File: config.mk
export PLATFORM = sky130hd
export DESIGN_NAME = seq_mult_div
export DESIGN_NICKNAME = d
export VERILOG_FILES = /design/src/rtl/seq_mult_div_pkg.sv /design/src/rtl/seq_mult_div_sign_mag_conv.sv /design/src/rtl/seq_mult_div.sv
export SDC_FILE = /design/constraint.sdc
export NUM_CORES = 1
export LEC_CHECK = 0
export CORE_ASPECT_RATIO = 0.75
export CORE_UTILIZATION = 35
export DETAILED_ROUTE_END_ITERATION = 12
export DONT_BUFFER_PORTS = 1
export PLACE_DENSITY_LB_ADDON = 0.15
export SLEW_MARGIN = 15
export SYNTH_ARGS = -nofsm -noshare
export SYNTH_HDL_FRONTEND = slang
export SYNTH_HIERARCHICAL = 1
export SYNTH_SLANG_ARGS = --single-unit
export TNS_END_PERCENT = 20
File: constraint.sdc
create_clock -name clk -period 11.3 [get_ports clk]
set_input_delay 0.565 -clock clk [delete_from_list [all_inputs] [get_ports clk]]
set_output_delay 0.565 -clock clk [all_outputs]
set_load 0.05 [all_outputs]
File: src/rtl/seq_mult_div_pkg.sv
// Shared definitions for the sequential signed multiply/divide unit.
//   cmd_e      : encodings of the 2-bit ctrl command input
//   state_e    : FSM state encoding
//   ITER_COUNT : number of single-bit iteration steps per operation
package seq_mult_div_pkg;

  localparam int unsigned DATA_W     = 32;
  localparam int unsigned CNT_W      = 6;
  localparam int unsigned ITER_COUNT = 32;
  localparam logic [CNT_W-1:0] LAST_ITER = CNT_W'(ITER_COUNT - 1);

  typedef enum logic [1:0] {
    CMD_NONE = 2'b00,
    CMD_MULT = 2'b01,
    CMD_DIV  = 2'b10,
    CMD_RSVD = 2'b11
  } cmd_e;

  typedef enum logic [1:0] {
    ST_IDLE = 2'b00,
    ST_MULT = 2'b01,
    ST_DIV  = 2'b10,
    ST_DONE = 2'b11
  } state_e;

endpackage

File: src/rtl/seq_mult_div_sign_mag_conv.sv
// sign_mag_conv: combinational conditional two's-complement negate.
//   val_in  : 32-bit input value
//   neg_in  : when high, output is -val_in; otherwise val_in
//   val_out : result
// With neg_in tied to val_in[31] this yields the magnitude (0x80000000
// maps to itself, which is the correct unsigned magnitude 2^31).
module sign_mag_conv
  import seq_mult_div_pkg::*;
(
  input  logic [DATA_W-1:0] val_in,
  input  logic              neg_in,
  output logic [DATA_W-1:0] val_out
);

  always_comb begin
    val_out = neg_in ? (~val_in + DATA_W'(1)) : val_in;
  end

endmodule

File: src/rtl/seq_mult_div.sv
// seq_mult_div: iterative 32x32 signed multiplier (radix-2 Booth) and
// signed restoring divider, one step per clock, 32 steps per operation.
//   clk      : rising-edge clock
//   reset    : asynchronous active-high reset
//   a_in     : multiplicand / dividend (two's complement)
//   b_in     : multiplier / divisor (two's complement)
//   ctrl     : 00 none, 01 multiply, 10 divide, 11 treated as none
//   hi_out   : product[63:32] or remainder
//   lo_out   : product[31:0]  or quotient
//   busy     : high while a multiply or divide is iterating
//   done     : one-cycle pulse when an operation finishes
//   div_zero : one-cycle pulse (with done) for a divide by zero
module seq_mult_div
  import seq_mult_div_pkg::*;
(
  input  logic              clk,
  input  logic              reset,
  input  logic [DATA_W-1:0] a_in,
  input  logic [DATA_W-1:0] b_in,
  input  logic [1:0]        ctrl,
  output logic [DATA_W-1:0] hi_out,
  output logic [DATA_W-1:0] lo_out,
  output logic              busy,
  output logic              done,
  output logic              div_zero
);

  state_e             state_q, state_d;
  logic [CNT_W-1:0]   cnt_q, cnt_d;
  // Shared working register: {acc, mq, q1} is the Booth register for
  // multiply; for divide acc is the partial remainder, mq the dividend
  // shifting out / quotient shifting in.
  logic [DATA_W-1:0]  acc_q, acc_d;
  logic [DATA_W-1:0]  mq_q, mq_d;
  logic               q1_q, q1_d;
  logic [DATA_W-1:0]  opb_q, opb_d;
  logic               q_neg_q, q_neg_d;
  logic               r_neg_q, r_neg_d;
  logic [DATA_W-1:0]  hi_q, hi_d;
  logic [DATA_W-1:0]  lo_q, lo_d;
  logic               dz_q, dz_d;

  cmd_e               cmd;
  logic [DATA_W-1:0]  a_mag, b_mag;
  logic [DATA_W:0]    booth_sum;
  logic [DATA_W:0]    div_shift;
  logic [DATA_W-1:0]  rem_n, quo_n;
  logic [DATA_W-1:0]  rem_fix, quo_fix;

  assign cmd = cmd_e'(ctrl);

  sign_mag_conv u_abs_a (.val_in(a_in),  .neg_in(a_in[DATA_W-1]), .val_out(a_mag));
  sign_mag_conv u_abs_b (.val_in(b_in),  .neg_in(b_in[DATA_W-1]), .val_out(b_mag));
  sign_mag_conv u_fix_q (.val_in(quo_n), .neg_in(q_neg_q),        .val_out(quo_fix));
  sign_mag_conv u_fix_r (.val_in(rem_n), .neg_in(r_neg_q),        .val_out(rem_fix));

  // Booth add/subtract is done at 33 bits so that subtracting a
  // multiplicand of -2^31 cannot overflow; the shift then drops bit 0
  // into mq, keeping the stored register at 65 bits.
  always_comb begin
    booth_sum = {acc_q[DATA_W-1], acc_q};
    unique case ({mq_q[0], q1_q})
      2'b01:   booth_sum = {acc_q[DATA_W-1], acc_q} + {opb_q[DATA_W-1], opb_q};
      2'b10:   booth_sum = {acc_q[DATA_W-1], acc_q} - {opb_q[DATA_W-1], opb_q};
      default: booth_sum = {acc_q[DATA_W-1], acc_q};
    endcase
  end

  // Restoring division step on magnitudes; the remainder is always below
  // the divisor (<= 2^31), so the 33-bit shifted value cannot overflow.
  always_comb begin
    div_shift = {acc_q, mq_q[DATA_W-1]};
    rem_n     = div_shift[DATA_W-1:0];
    quo_n     = {mq_q[DATA_W-2:0], 1'b0};
    if (div_shift >= {1'b0, opb_q}) begin
      rem_n = DATA_W'(div_shift - {1'b0, opb_q});
      quo_n = {mq_q[DATA_W-2:0], 1'b1};
    end
  end

  always_comb begin
    state_d = state_q;
    cnt_d   = cnt_q;
    acc_d   = acc_q;
    mq_d    = mq_q;
    q1_d    = q1_q;
    opb_d   = opb_q;
    q_neg_d = q_neg_q;
    r_neg_d = r_neg_q;
    hi_d    = hi_q;
    lo_d    = lo_q;
    dz_d    = dz_q;

    unique case (state_q)
      ST_IDLE: begin
        dz_d = 1'b0;
        if (cmd == CMD_MULT) begin
          acc_d   = '0;
          mq_d    = b_in;
          q1_d    = 1'b0;
          opb_d   = a_in;
          cnt_d   = '0;
          state_d = ST_MULT;
        end else if (cmd == CMD_DIV) begin
          cnt_d = '0;
          if (b_in == '0) begin
            dz_d    = 1'b1;
            state_d = ST_DONE;
          end else begin
            acc_d   = '0;
            mq_d    = a_mag;
            opb_d   = b_mag;
            q_neg_d = a_in[DATA_W-1] ^ b_in[DATA_W-1];
            r_neg_d = a_in[DATA_W-1];
            state_d = ST_DIV;
          end
        end
      end
      ST_MULT: begin
        acc_d = booth_sum[DATA_W:1];
        mq_d  = {booth_sum[0], mq_q[DATA_W-1:1]};
        q1_d  = mq_q[0];
        cnt_d = cnt_q + CNT_W'(1);
        if (cnt_q == LAST_ITER) begin
          hi_d    = booth_sum[DATA_W:1];
          lo_d    = {booth_sum[0], mq_q[DATA_W-1:1]};
          state_d = ST_DONE;
        end
      end
      ST_DIV: begin
        acc_d = rem_n;
        mq_d  = quo_n;
        cnt_d = cnt_q + CNT_W'(1);
        if (cnt_q == LAST_ITER) begin
          hi_d    = rem_fix;
          lo_d    = quo_fix;
          state_d = ST_DONE;
        end
      end
      ST_DONE: begin
        dz_d    = 1'b0;
        state_d = ST_IDLE;
      end
      default: state_d = ST_IDLE;
    endcase
  end

  always_ff @(posedge clk or posedge reset) begin
    if (reset) begin
      state_q <= ST_IDLE;
      cnt_q   <= '0;
      acc_q   <= '0;
      mq_q    <= '0;
      q1_q    <= 1'b0;
      opb_q   <= '0;
      q_neg_q <= 1'b0;
      r_neg_q <= 1'b0;
      hi_q    <= '0;
      lo_q    <= '0;
      dz_q    <= 1'b0;
    end else begin
      state_q <= state_d;
      cnt_q   <= cnt_d;
      acc_q   <= acc_d;
      mq_q    <= mq_d;
      q1_q    <= q1_d;
      opb_q   <= opb_d;
      q_neg_q <= q_neg_d;
      r_neg_q <= r_neg_d;
      hi_q    <= hi_d;
      lo_q    <= lo_d;
      dz_q    <= dz_d;
    end
  end

  assign hi_out   = hi_q;
  assign lo_out   = lo_q;
  assign busy     = (state_q == ST_MULT) || (state_q == ST_DIV);
  assign done     = (state_q == ST_DONE);
  assign div_zero = dz_q;

endmodule
==> Yosys cells after proc, flatten, opt, wreduce, memory -nomap -nowiden <==
Index checks and enable logic that the tools add are counted.
{ "word_totals": {"out_inout_bits": 67, "inputBits": 68, "reg_bits": 172} }
{ "op_classes": {"eq_ne": 15, "n_addsub": 8, "bitwise_logic": 7, "magnitude_cmp": 1, "muxes": 38, "reduce_logical": 17} }
{ "ops": {"columns": ["cell", "n"], "rows": [
  ["$mux 32", 18],
  ["$pmux 32 s3", 2],
  ["$add 32x1->32 const B", 4],
  ["$not 32->32", 4],
  ["$pmux 32 s2", 2],
  ["$pmux 33 s2", 1],
  ["$add 32x32->33", 1],
  ["$ge 33x32->1", 1],
  ["$sub 32x32->33", 1],
  ["$logic_not 32->1", 1],
  ["$sub 32x32->32", 1],
  ["$mux 6", 2],
  ["$pmux 6 s2", 1],
  ["$reduce_bool 2->1", 5],
  ["$reduce_and 3->1", 3],
  ["$eq 2x2->1 const B", 4],
  ["$ne 2x2->1 const B", 4],
  ["$add 6x1->6 const B", 1],
  ["$eq 2x1->1 const B", 3],
  ["$eq 6x5->1 const B", 1],
  ["$mux 1", 6],
  ["$mux 2", 3],
  ["$ne 3x3->1 const B", 2],
  ["$pmux 2 s3", 1],
  ["other kinds (10)", 14]
]} }

==> Longest topological paths before layout <==
Gate-level depths: netlist of run 1.
{ "depth": {"ltp_word": 7, "depth_mapped": 22, "mapped_depth_nobuf": 21} }

==> Modules after synthesis <==
Netlist of run 1, hierarchy kept.
{ "by_module_without_submodules": {"columns": ["module", "cells_each", "seq_area_each_um2", "instances", "area_each_um2"], "rows": [
  ["seq_mult_div", 1601, 4304.1, 1, 13385.3],
  ["sign_mag_conv", 99, 0.0, 4, 777.0]
]} }

==> Worst setup path after synthesis of run 1 <==
OpenSTA, ideal clock, no wires.
{ "synth_timing": {"path_type": "register to register", "start": "register opb_q[1]", "end": "register hi_q[27] (netlist: hi_out[27])", "required_time_ps": 11172, "arrival_time_ps": 4179, "path_stages_with_launch": 19, "slack_ps": 6993, "cell_sequence": "dfrtp_1 -> inv_1 -> ha_1 -> nor2b_1 -> o31ai_2 -> a211oi_1 -> o21a_1 -> o311a_1 -> a21oi_2 -> a21oi_2 -> buf_2 -> mux2_1 -> nor4_4 -> nand4b_2 -> o41ai_2 -> xnor2_1 -> or3_1 -> o21ai_0 -> a21oi_1"} }
{ "synth_between": {"elab_chain_len": 7} }
{ "synth_rtl": {"columns": ["element", "line", "text"], "rows": [
  ["start: declaration", "seq_mult_div.sv:36", "logic [DATA_W-1:0] opb_q, opb_d;"],
  ["start signal: assignment", "seq_mult_div.sv:167", "opb_q <= opb_d;"],
  ["$sub 32x32->32 / $ge 33x32->1 (equally long branches)", "seq_mult_div.sv:76, seq_mult_div.sv:75", null],
  ["$mux 32 (*)", "seq_mult_div.sv:75", "if (div_shift >= {1'b0, opb_q}) begin"],
  ["via rem_n[4]", "seq_mult_div.sv:47", "logic [DATA_W-1:0] rem_n, quo_n;"],
  ["$not 32->32 (*)", "seq_mult_div_sign_mag_conv.sv:16", "val_out = neg_in ? (~val_in + DATA_W'(1)) : val_in;"],
  ["$add 32x1->32 (*)", "seq_mult_div_sign_mag_conv.sv:16", null],
  ["$mux 32 (*)", "seq_mult_div_sign_mag_conv.sv:16", null],
  ["via rem_fix[27]", "seq_mult_div.sv:48", "logic [DATA_W-1:0] rem_fix, quo_fix;"],
  ["$mux 32 (*)", "seq_mult_div.sv:134", "if (cnt_q == LAST_ITER) begin"],
  ["$pmux 32 s2 (*)", "seq_mult_div.sv:94", "unique case (state_q)"],
  ["end signal: assignment", "seq_mult_div.sv:170", "hi_q <= hi_d;"],
  ["end: declaration", "seq_mult_div.sv:39", "logic [DATA_W-1:0] hi_q, hi_d;"]
]} }
Mark *: on every way through the listed nets, which the timed path passes. The rest lies on a longest branch. The select of a mux whose other input is x is not followed.
A chain may end at the register's enable or synchronous reset.

==> Worst setup path in the final report of run 1 <==
{ "layout_timing": {"start": "register mq_q[31]", "end": "register hi_q[27] (netlist: hi_out[27])"} }
{ "layout_between": {"elab_chain_len": 7} }
{ "layout_rtl": {"columns": ["element", "line", "text"], "rows": [
  ["start: declaration", "seq_mult_div.sv:34", "logic [DATA_W-1:0] mq_q, mq_d;"],
  ["start signal: assignment", "seq_mult_div.sv:165", "mq_q <= mq_d;"],
  ["$sub 32x32->32 / $ge 33x32->1 (equally long branches)", "seq_mult_div.sv:76, seq_mult_div.sv:75", null],
  ["$mux 32 (*)", "seq_mult_div.sv:75", null],
  ["via rem_n[20]", "seq_mult_div.sv:47", null],
  ["$not 32->32 (*)", "seq_mult_div_sign_mag_conv.sv:16", null],
  ["$add 32x1->32 (*)", "seq_mult_div_sign_mag_conv.sv:16", null],
  ["$mux 32 (*)", "seq_mult_div_sign_mag_conv.sv:16", null],
  ["via rem_fix[27]", "seq_mult_div.sv:48", null],
  ["$mux 32 (*)", "seq_mult_div.sv:134", null],
  ["$pmux 32 s2 (*)", "seq_mult_div.sv:94", null]
]} }
Marked as above.

==> results.json, run 1 <==
{
  "startpoint_type": "flip-flop",
  "finalHoldViolations": 0,
  "post_cts_buffers": 0,
  "max_slew_margin_pct": 28.9,
  "area_growth_pct": 6.67,
  "grt_max_degree": 95,
  "ys_seq_area_share_pct": 26.1,
  "period_needed_ns": 5.31,
  "grt_antenna_before_repair": 0,
  "cp.buffers_inverters": 2,
  "async_flop_share_pct": 100,
  "yosysTopAreaCell": "dfrtp_1",
  "cts.sinks": 172,
  "crit_required_ns": 11.63,
  "die-area_mm2": 0.0480,
  "ant_nets": 0,
  "grt_first_pass_wirelength_um": 89400,
  "io_buffers": 0,
  "die-width_um": 253,
  "gp_congestion": 0.928,
  "clk_path_buf_depth": 2,
  "hold_buffers": 0,
  "grt-ovfl-total": 0,
  "p_per_area_mw_per_mm2": 341,
  "coreArea_mm2": 0.0463,
  "critPathMaxFanout": 6,
  "clk_latency_ns": 0.47,
  "final.setup.tns_ns": 0,
  "antennaDiodeCount": 0,
  "fin_skew_ns": 0.0136,
  "drive_gt1_share_pct": 6.84,
  "cap_violations": 0,
  "n_fill_cell": 4777,
  "hold_slack_ns": 0.0372,
  "ios": 135,
  "critical_path_depth": 20,
  "ys.flop_type": "dfrtp_1",
  "combPwrFrac_pct": 70.2,
  "endpoint_kind": "flip-flop",
  "internal_power_w": 0.00261,
  "path_cells": "inv_1 -> ha_1 -> inv_1 -> fa_1 -> a21oi_1 -> nor2b_1 -> a311oi_1 -> a21oi_1 -> a21oi_1 -> nor2_1 -> o22ai_1 -> xor2_1 -> a21oi_1 -> nor4_1 -> nand4b_2 -> o41ai_2 -> xnor2_1 -> or3_1 -> o21ai_0 -> a21oi_1",
  "dr.first_iter.drc_count": 1546,
  "period_share_pct": 47.0,
  "path_delay_family": "compound AO/OA/AOI/OAI gates",
  "clockPowerShare_pct": 10.1,
  "cts_resized": 0,
  "yosysWarnings": 6,
  "rsz0062_at_grt": "no",
  "nNetsFinal": 2064,
  "status": "finished, final reports clean",
  "rows": 68,
  "p_leak_nw": 6.99,
  "remaining_drc_errors": 0,
  "synth_nets": 2145,
  "cpMaxStageDelayCell": "nor4_1",
  "htree_levels": 4,
  "r2r_cells": 20,
  "startpoint": "mq_q[31]$_DFFE_PP0P_",
  "fp.dieH_um": 190,
  "arrival_ns": 5.64,
  "synth_area_per_cell_um2": 8.26,
  "synth_edf_count": 0,
  "finalMaxSlewViolations": 0,
  "utilization_pct": 38.0,
  "cts_buffers": 17,
  "clk_pin_slew_ns": 0.08,
  "drt-pass1-iter-count": 5,
  "netlist.area_leader.share_pct": 26.1,
  "grt_pass1_vias": 13800,
  "synthesis.area_mm2": 0.0165,
  "synthTopCellsByArea": "dfrtp_1 26%, xnor2_1 10%, ha_1 5.9%",
  "viasPerCell": 5.92,
  "ys_ff_latch": 172,
  "cts_tree": "done",
  "dpl.hpwl_um": 47100,
  "slowest_delay_ns": 0.54,
  "hp-class": "primary input to async pin",
  "max_slew.worst_pin.slew_ns": 1.06,
  "wl_um": 59500,
  "grt_use_total_pct": 24.6,
  "p_switching_w": 0.00339,
  "cp_common_cell": "a21oi_1",
  "wl_per_cell_um": 23.2,
  "syn_inst": 1997,
  "cts-root-buf": "clkbuf_16",
  "ir_drop_mv": 0.162,
  "setup_viol": 0,
  "swShare_pct": 56.4,
  "fmax_ghz": 0.188,
  "synth.distinct_cells": 76,
  "r2r-start": "mq_q[31]$_DFFE_PP0P_",
  "start_util_pct": 35.6,
  "power_frac_seq_pct": 19.7,
  "worstSetupPathType": "flip-flop to flip-flop",
  "vias": 15200
}
==> worst register-to-register path, stage by stage (launching register included) <==
cell and delay (ns):
dfrtp_1 0.46, inv_1 0.10, ha_1 0.20, inv_1 0.07, fa_1 0.41, a21oi_1 0.17
nor2b_1 0.08, a311oi_1 0.41, a21oi_1 0.32, a21oi_1 0.32, nor2_1 0.10, o22ai_1 0.16
xor2_1 0.33, a21oi_1 0.27, nor4_1 0.54, nand4b_2 0.27, o41ai_2 0.38, xnor2_1 0.11
or3_1 0.35, o21ai_0 0.08, a21oi_1 0.06
==> synth_stat cells (7+ instances only) <==
cell type and n:
ha_1 78, a221oi_1 30, a31oi_1 17, nor2_1 114, xnor2_1 190, or3_1 11
xor2_1 16, and3_1 12, a41oi_1 7, o31ai_1 69, a21oi_1 106, a221o_1 21
nor2b_1 47, or2b_1 8, inv_1 66, o211ai_1 12, o21ai_1 11, nand4_1 26
o21ai_0 192, dfrtp_1 172, a21o_1 30, o21a_1 9, nand2b_1 22, nor4_1 22
buf_2 8, a22oi_1 12, nand2_1 240, clkbuf_1 86, a211oi_1 45, mux2_2 16
o41ai_1 23, mux2i_1 81, o41ai_2 16, nand3_1 33, nor3_1 23, buf_1 15
nor4_4 17
==> logic make-up after synthesis <==
family          Yosys count  synth area share (%)
mux                     107                  6.78
fa+ha+maj                80                  6.16
compound gates          641                  26.4
flops                   172                  26.1
xor+xnor                206                  10.9
buf+inv                 184                  4.38
simple gates            607                  19.3
==> layout make-up <==
type | instances | area [um^2] | area share (%)
clock buffers | 17 | 425 | 2.42
clock inverters | 15 | 164 | 0.932
inverters | 69 | 264 | 1.50
multi-input cells | 1641 | 11500 | 65.6
flip-flops and latches | 172 | 4300 | 24.5
well taps | 630 | 788 | 4.48
repair buffers | 15 | 113 | 0.640
==> per-stage QoR <==
step           instance area (um^2)  setup slack, ns  std cells  total power, W
2_1_floorplan                 16500             6.07       1997         0.00410
3_3_place_gp                  17000             6.21       2527         0.00531
3_5_place_dp                  17000             6.08       2527         0.00531
4_1_cts                       17600             6.06       2559         0.00593
5_1_grt                       17600             5.66       2559         0.00645
6_report                      17600             5.99       2559         0.00600
==> layer usage <==
layer	up-vias	global-route usage, %	part of all wire, %
met5	-	0	0
met4	0	5.76	1.8
met3	50	4.86	8.0
met2	609	31.0	37
met1	7325	40.7	53
li1	7166	-	-
==> state kept, by name, indices dropped and copies added, names as in the netlist, 2 cells and up <==
| register | cells |
|---|---|
| hi_out | 32 |
| cnt_q | 6 |
| mq_q | 32 |
| acc_q | 32 |
| lo_out | 32 |
| opb_q | 32 |
| state_q | 2 |
==> cells in the final DEF (no fill, tap or decap), types with 21 or more instances in the layout <==
cell / instances
nand4_1: 26
nor2b_1: 47
o31ai_1: 69
nand2_1: 240
mux2i_1: 81
a221o_1: 21
xnor2_1: 190
nor3_1: 23
o41ai_1: 23
inv_1: 65
a21o_1: 30
a221oi_1: 30
dfrtp_1: 172
o21ai_0: 191
nor4_1: 22
nand3_1: 33
a21oi_1: 106
nor2_1: 114
a211oi_1: 45
nand2b_1: 22
ha_1: 75
==> power groups by stage <==
| stage | combinational (W) | clock, W | sequential (W) |
|---|---|---|---|
| 2_1_floorplan | 0.00311 | 0 | 0.000995 |
| 4_1_cts | 0.00414 | 0.000616 | 0.00117 |
| 3_3_place_gp | 0.00414 | 0 | 0.00118 |
| 5_1_grt | 0.00460 | 0.000639 | 0.00121 |
| 3_5_place_dp | 0.00413 | 0 | 0.00118 |
| 6_report | 0.00421 | 0.000605 | 0.00118 |
==> path summary, 6_finish.rpt <==
check / endpoint / slack [ns]
max in group asynchronous: hi_out[22]$_DFFE_PP0P_ / 9.34
min in group clk: r_neg_q$_DFFE_PP0P_ / 0.25
worst min-delay path: opb_q[8]$_DFFE_PP0P_ / 0.04
worst min register to register: q1_q$_DFFE_PP0P_ / 0.53
worst max register to register: hi_out[27]$_DFFE_PP0P_ / 5.99
worst max-delay path: hi_out[27]$_DFFE_PP0P_ / 5.99
No activity file was read; power rests on OpenSTA's default activity.
==> run 2, diff against run 1 <==
- clock period: 11.3 -> 5.35 ns (I/O delays scaled with it)
==> run 2 against run 1 <==
Compared with the run above: non-clock buffer count increased by 43; design area increased by 2.4%; count of clock-buffer cells in the layout unchanged; via count increased by 1.7%; clock power increased by 110%; die area unchanged; sequential cell count unchanged; critical endpoint is now hi_out[24]$_DFFE_PP0P_; highest routed layer unchanged.
==> results.json, run 2 (synthesis results as in run 1) <==
{
  "status": "finished, final reports clean",
  "p_per_area_mw_per_mm2": 723,
  "grt-ovfl-total": 0,
  "grt_first_pass_wirelength_um": 89900,
  "rsz0062_at_grt": "no",
  "coreArea_mm2": 0.0463,
  "max_slew.worst_pin.slew_ns": 1.12,
  "arrival_ns": 5.46,
  "vias": 15400,
  "post-route-worst-setup-slack_ns": 0.223,
  "cts_tree": "done",
  "layout_common_cells": "240 x nand2_1, 190 x o21ai_0, 190 x xnor2_1",
  "nNetsFinal": 2108,
  "wl_per_cell_um": 23.3,
  "fmax_ghz": 0.195,
  "viasPerCell": 5.92,
  "wl_um": 60600,
  "final_common_cell": "nand2_1",
  "final.setup.tns_ns": 0,
  "cts_buffers": 17,
  "post_cts_buffers": 0,
  "start_util_pct": 35.6,
  "period_needed_ns": 5.13,
  "worstSetupPathType": "flip-flop to flip-flop",
  "fin_skew_ns": 0.0185,
  "cpMaxStageDelayCell": "a21oi_4",
  "die-width_um": 253,
  "cts.sinks": 172,
  "antennaDiodeCount": 0,
  "grt_max_degree": 93,
  "max_slew_margin_pct": 25.3,
  "gp_congestion": 0.930,
  "area_growth_pct": 9.18,
  "startpoint_type": "flip-flop",
  "cts-root-buf": "clkbuf_16",
  "grt_antenna_before_repair": 0,
  "htree_levels": 4,
  "clk_latency_ns": 0.47,
  "finalHoldViolations": 0,
  "layout.cells.non_filler": 2603,
  "endpoint_kind": "flip-flop",
  "dpl.hpwl_um": 47700,
  "clk_path_buf_depth": 2,
  "cap_violations": 0,
  "cp.buffers_inverters": 1,
  "period_share_pct": 95.8,
  "die-area_mm2": 0.0480,
  "power_w": 0.0130,
  "ios": 135,
  "setup_viol": 0,
  "reg2reg_slack_ns": 0.22,
  "drt-pass1-iter-count": 5,
  "dp.cells": 2563,
  "clk_pin_slew_ns": 0.08,
  "path_delay_family": "compound AO/OA/AOI/OAI gates",
  "slowest_delay_ns": 0.55,
  "grt_use_total_pct": 24.9,
  "ir_drop_mv": 0.363,
  "hp-class": "primary input to flip-flop",
  "drive_gt1_share_pct": 8.82,
  "place_ws_ns": 0.173,
  "critPathMaxFanout": 16,
  "grt_pass1_vias": 13600,
  "dr.first_iter.drc_count": 1793,
  "p_leak_nw": 7.22,
  "fp.dieH_um": 190,
  "crit_required_ns": 5.68,
  "finalMaxSlewViolations": 0,
  "path_cells": "ha_1 -> o21a_1 -> o31ai_2 -> a211oi_1 -> o21a_1 -> o311a_1 -> a21oi_4 -> a21oi_4 -> buf_4 -> mux2_2 -> nor4_4 -> nand2_1 -> o31ai_1 -> xnor2_1 -> or3_1 -> o21ai_0 -> a31oi_1",
  "ant_nets": 0,
  "remaining_drc_errors": 0,
  "hold_slack_ns": 0.0257,
  "io_buffers": 0,
  "rows": 68
}
run 2: changes by cell type in the layout (fill, tap and decap cells not counted), moves of 2 or more:
| cell | change |
|---|---|
| nor4_2 | +2 |
| nor4_1 | -2 |
| dlygate4sd3_1 | +7 |
| inv_8 | -3 |
| buf_4 | +34 |
| buf_12 | +2 |
| inv_6 | +4 |
run 2: path summary, 6_finish.rpt:
kind | from | end | depth (start not counted)
max reg2reg | acc_q[1]$_DFFE_PP0P_ | hi_out[24]$_DFFE_PP0P_ | 17
max | acc_q[1]$_DFFE_PP0P_ | hi_out[24]$_DFFE_PP0P_ | 17
min in group asynchronous | reset | opb_q[16]$_DFFE_PP0P_ | 2
max in group asynchronous | reset | hi_out[26]$_DFFE_PP0P_ | 3
min | a_in[6] | opb_q[6]$_DFFE_PP0P_ | 2
min reg2reg | opb_q[22]$_DFFE_PP0P_ | opb_q[22]$_DFFE_PP0P_ | 2
run 2: timing repair:
item | 4_1_cts | 5_1_grt
resized for setup | 0 | 7
endpoints found under the setup margin | 0 | 9
hold buffers | 7 | 0
hold endpoints to repair | 95 | 0
run 2: cell type report:
class	instances	area [um^2]
inverters	69	264
fillers	4801	28300
flip-flops and latches	172	4300
repair buffers	58	478
clock inverters	15	170
clock buffers	17	425
well taps	630	788
multi-input cells	1642	11600
run 2: stage by stage:
| stage | area [um^2] | util [%] |
|---|---|---|
| after global placement | 17300 | 37.4 |
| after floorplan | 16500 | - |
| after detailed placement | 17300 | 37.4 |
| after global routing | 18000 | 38.9 |
| final | 18000 | 38.9 |
| after CTS | 18000 | 38.8 |
run 2: per-layer routing:
layer | GRT usage, % | share of wire (%) | vias to the layer above
met5 | 0 | 0 | -
met4 | 5.59 | 1.6 | 0
met3 | 3.95 | 7.6 | 39
met2 | 31.8 | 38 | 588
met1 | 41.4 | 53 | 7472
li1 | - | - | 7305
run 2: power by group:
part / switching [W] / internal, W
registers: 0.000776 / 0.00164
logic: 0.00582 / 0.00347
clock network: 0.000637 / 0.000667
==> run 3, diff against run 2 <==
- CELL_PAD_IN_SITES_DETAIL_PLACEMENT: not set -> 1
- CELL_PAD_IN_SITES_GLOBAL_PLACEMENT: not set -> 2
==> run 3 against run 2 <==
Compared with the run above: utilization grew 0.80 points; sequential share of layout area shrank 0.48 points; worst setup slack gained 0.016 ns; final cell count grew 1.6%; design area grew 2.1%; routed wire length grew 11%.
==> results.json, run 3 (synthesis results as in run 1) <==
{
  "p_per_area_mw_per_mm2": 746,
  "min_from": "a_in[29]",
  "period_needed_ns": 5.11,
  "n_fill_cell": 5506,
  "grt-ovfl-total": 0,
  "die-width_um": 253,
  "post-route-worst-setup-slack_ns": 0.239,
  "arrival_ns": 5.46,
  "grt_max_degree": 147,
  "ios": 135,
  "gp_congestion": 0.934,
  "cap_violations": 0,
  "max_slew_margin_pct": 29.5,
  "critPathMaxFanout": 12,
  "dr.first_iter.drc_count": 1382,
  "multi_input_area_mm2": 0.0116,
  "reg2reg_slack_ns": 0.24,
  "grt_pass1_vias": 14800,
  "status": "finished, final reports clean",
  "rows": 68,
  "cts.sinks": 172,
  "finalMaxSlewViolations": 0,
  "fp.dieH_um": 190,
  "cts_tree": "done",
  "startpoint_type": "flip-flop",
  "wl_per_cell_um": 25.5,
  "clk_latency_ns": 0.48,
  "io_buffers": 0,
  "period_share_pct": 95.5,
  "cts-root-buf": "clkbuf_16",
  "max_slew.worst_pin.slew_ns": 1.06,
  "endpoint_kind": "flip-flop",
  "drive_gt1_share_pct": 10.6,
  "place_ws_ns": 0.0704,
  "wl_um": 67400,
  "finalHoldViolations": 0,
  "vias": 15800,
  "die-area_mm2": 0.0480,
  "drt-pass1-iter-count": 5,
  "antennaDiodeCount": 0,
  "coreArea_mm2": 0.0463,
  "grt_first_pass_wirelength_um": 98600,
  "hold_slack_ns": 0.0326,
  "cts_buffers": 17,
  "hold_depth": 2,
  "hp-class": "primary input to flip-flop",
  "ir_drop_mv": 0.378,
  "start_util_pct": 35.6,
  "seqCellArea_mm2": 0.00430,
  "htree_levels": 4,
  "grt_use_total_pct": 27.6,
  "grt_antenna_before_repair": 4,
  "ant_nets": 0,
  "remaining_drc_errors": 0,
  "fmax_ghz": 0.196,
  "nNetsFinal": 2149,
  "placed_area_mm2": 0.0176,
  "fin_skew_ns": 0.0191,
  "worstSetupPathType": "flip-flop to flip-flop",
  "area_growth_pct": 11.4,
  "rsz0062_at_grt": "yes",
  "crit_required_ns": 5.70,
  "hold_path_end": "opb_q[29]$_DFFE_PP0P_",
  "setup_viol": 0,
  "p_leak_nw": 7.46,
  "r2r-start": "opb_q[1]$_DFFE_PP0P_",
  "final_common_cell": "nand2_1",
  "r2r_cells": 19,
  "design_area_mm2": 0.0184,
  "r2r-end": "hi_out[27]$_DFFE_PP0P_",
  "layout_common_cells": "240 x nand2_1, 191 x o21ai_0, 190 x xnor2_1",
  "clk_pin_slew_ns": 0.07,
  "dpl.hpwl_um": 54000,
  "clk_path_buf_depth": 2,
  "viasPerCell": 5.96
}
-- run 3: power by group --
group          switching, W  internal [W]
combinational       0.00631       0.00363
clock              0.000605      0.000806
sequential         0.000709       0.00165
-- run 3: per-layer routing --
| layer | up-vias | track usage (%) | part of all wire (%) | wire [um] |
|---|---|---|---|---|
| met5 | - | 0 | 0.033 | 22 |
| met4 | 4 | 6.32 | 1.5 | 1030 |
| met1 | 7859 | 45.8 | 54 | 36200 |
| met3 | 38 | 6.05 | 8.1 | 5430 |
| li1 | 7343 | - | - | - |
| met2 | 516 | 34.2 | 37 | 24700 |
-- run 3: cell type report --
class / instances / share of cell area (%)
Clock buffer: 19 / 2.41
Clock inverter: 13 / 1.08
Inverter: 69 / 1.44
Multi-Input combinational cell: 1642 / 63.1
Sequential cell: 172 / 23.4
Tap cell: 630 / 4.29
Timing Repair Buffer: 99 / 4.28
-- run 3: repair_timing --
| item | 4_1_cts | 5_1_grt |
|---|---|---|
| setup buffers | 0 | 7 |
| hold buffers | 7 | 0 |
| resized for setup | 0 | 7 |
| hold endpoints to repair | 32 | 0 |
| setup endpoints to repair | 0 | 20 |
-- run 3: how the worst max path moves through the flow --
stage	startpoint	end	slack (ns)	depth (start not counted)
after global placement	opb_q[9]$_DFFE_PP0P_	hi_out[29]$_DFFE_PP0P_	0.14	18
after floorplan	reset	acc_q[0]$_DFFE_PP0P_	0.42	1
final	opb_q[1]$_DFFE_PP0P_	hi_out[27]$_DFFE_PP0P_	0.24	19
after detailed placement	opb_q[9]$_DFFE_PP0P_	hi_out[29]$_DFFE_PP0P_	0.07	18
after CTS	opb_q[9]$_DFFE_PP0P_	hi_out[29]$_DFFE_PP0P_	0.05	18
after global routing	opb_q[1]$_DFFE_PP0P_	hi_out[29]$_DFFE_PP0P_	-0.01	20
-- run 3: critical path, cell delays in order, from the launching register on --
cell and delay [ns]:
dfrtp_1 0.41, inv_1 0.14, ha_1 0.26, nor2b_1 0.16, o31ai_2 0.34, a211oi_1 0.17, o21a_1 0.21, o311a_1 0.41
a21oi_4 0.33, a21oi_4 0.22, buf_4 0.25, mux2_1 0.43, nor4_4 0.30, buf_4 0.20, nand4b_2 0.20, o41ai_2 0.36
xnor2_1 0.11, or3_1 0.35, o21ai_0 0.08, a21oi_1 0.05
-- run 3: per-stage QoR --
stage | utilization (%) | power, W | instances | setup TNS (ns)
2_1_floorplan | - | 0.00866 | 1997 | 0
3_3_place_gp | 37.9 | 0.0118 | 2597 | 0
3_5_place_dp | 37.9 | 0.0119 | 2597 | 0
4_1_cts | 39.5 | 0.0134 | 2636 | 0
5_1_grt | 39.7 | 0.0146 | 2644 | -0.0124
6_report | 39.7 | 0.0137 | 2644 | 0
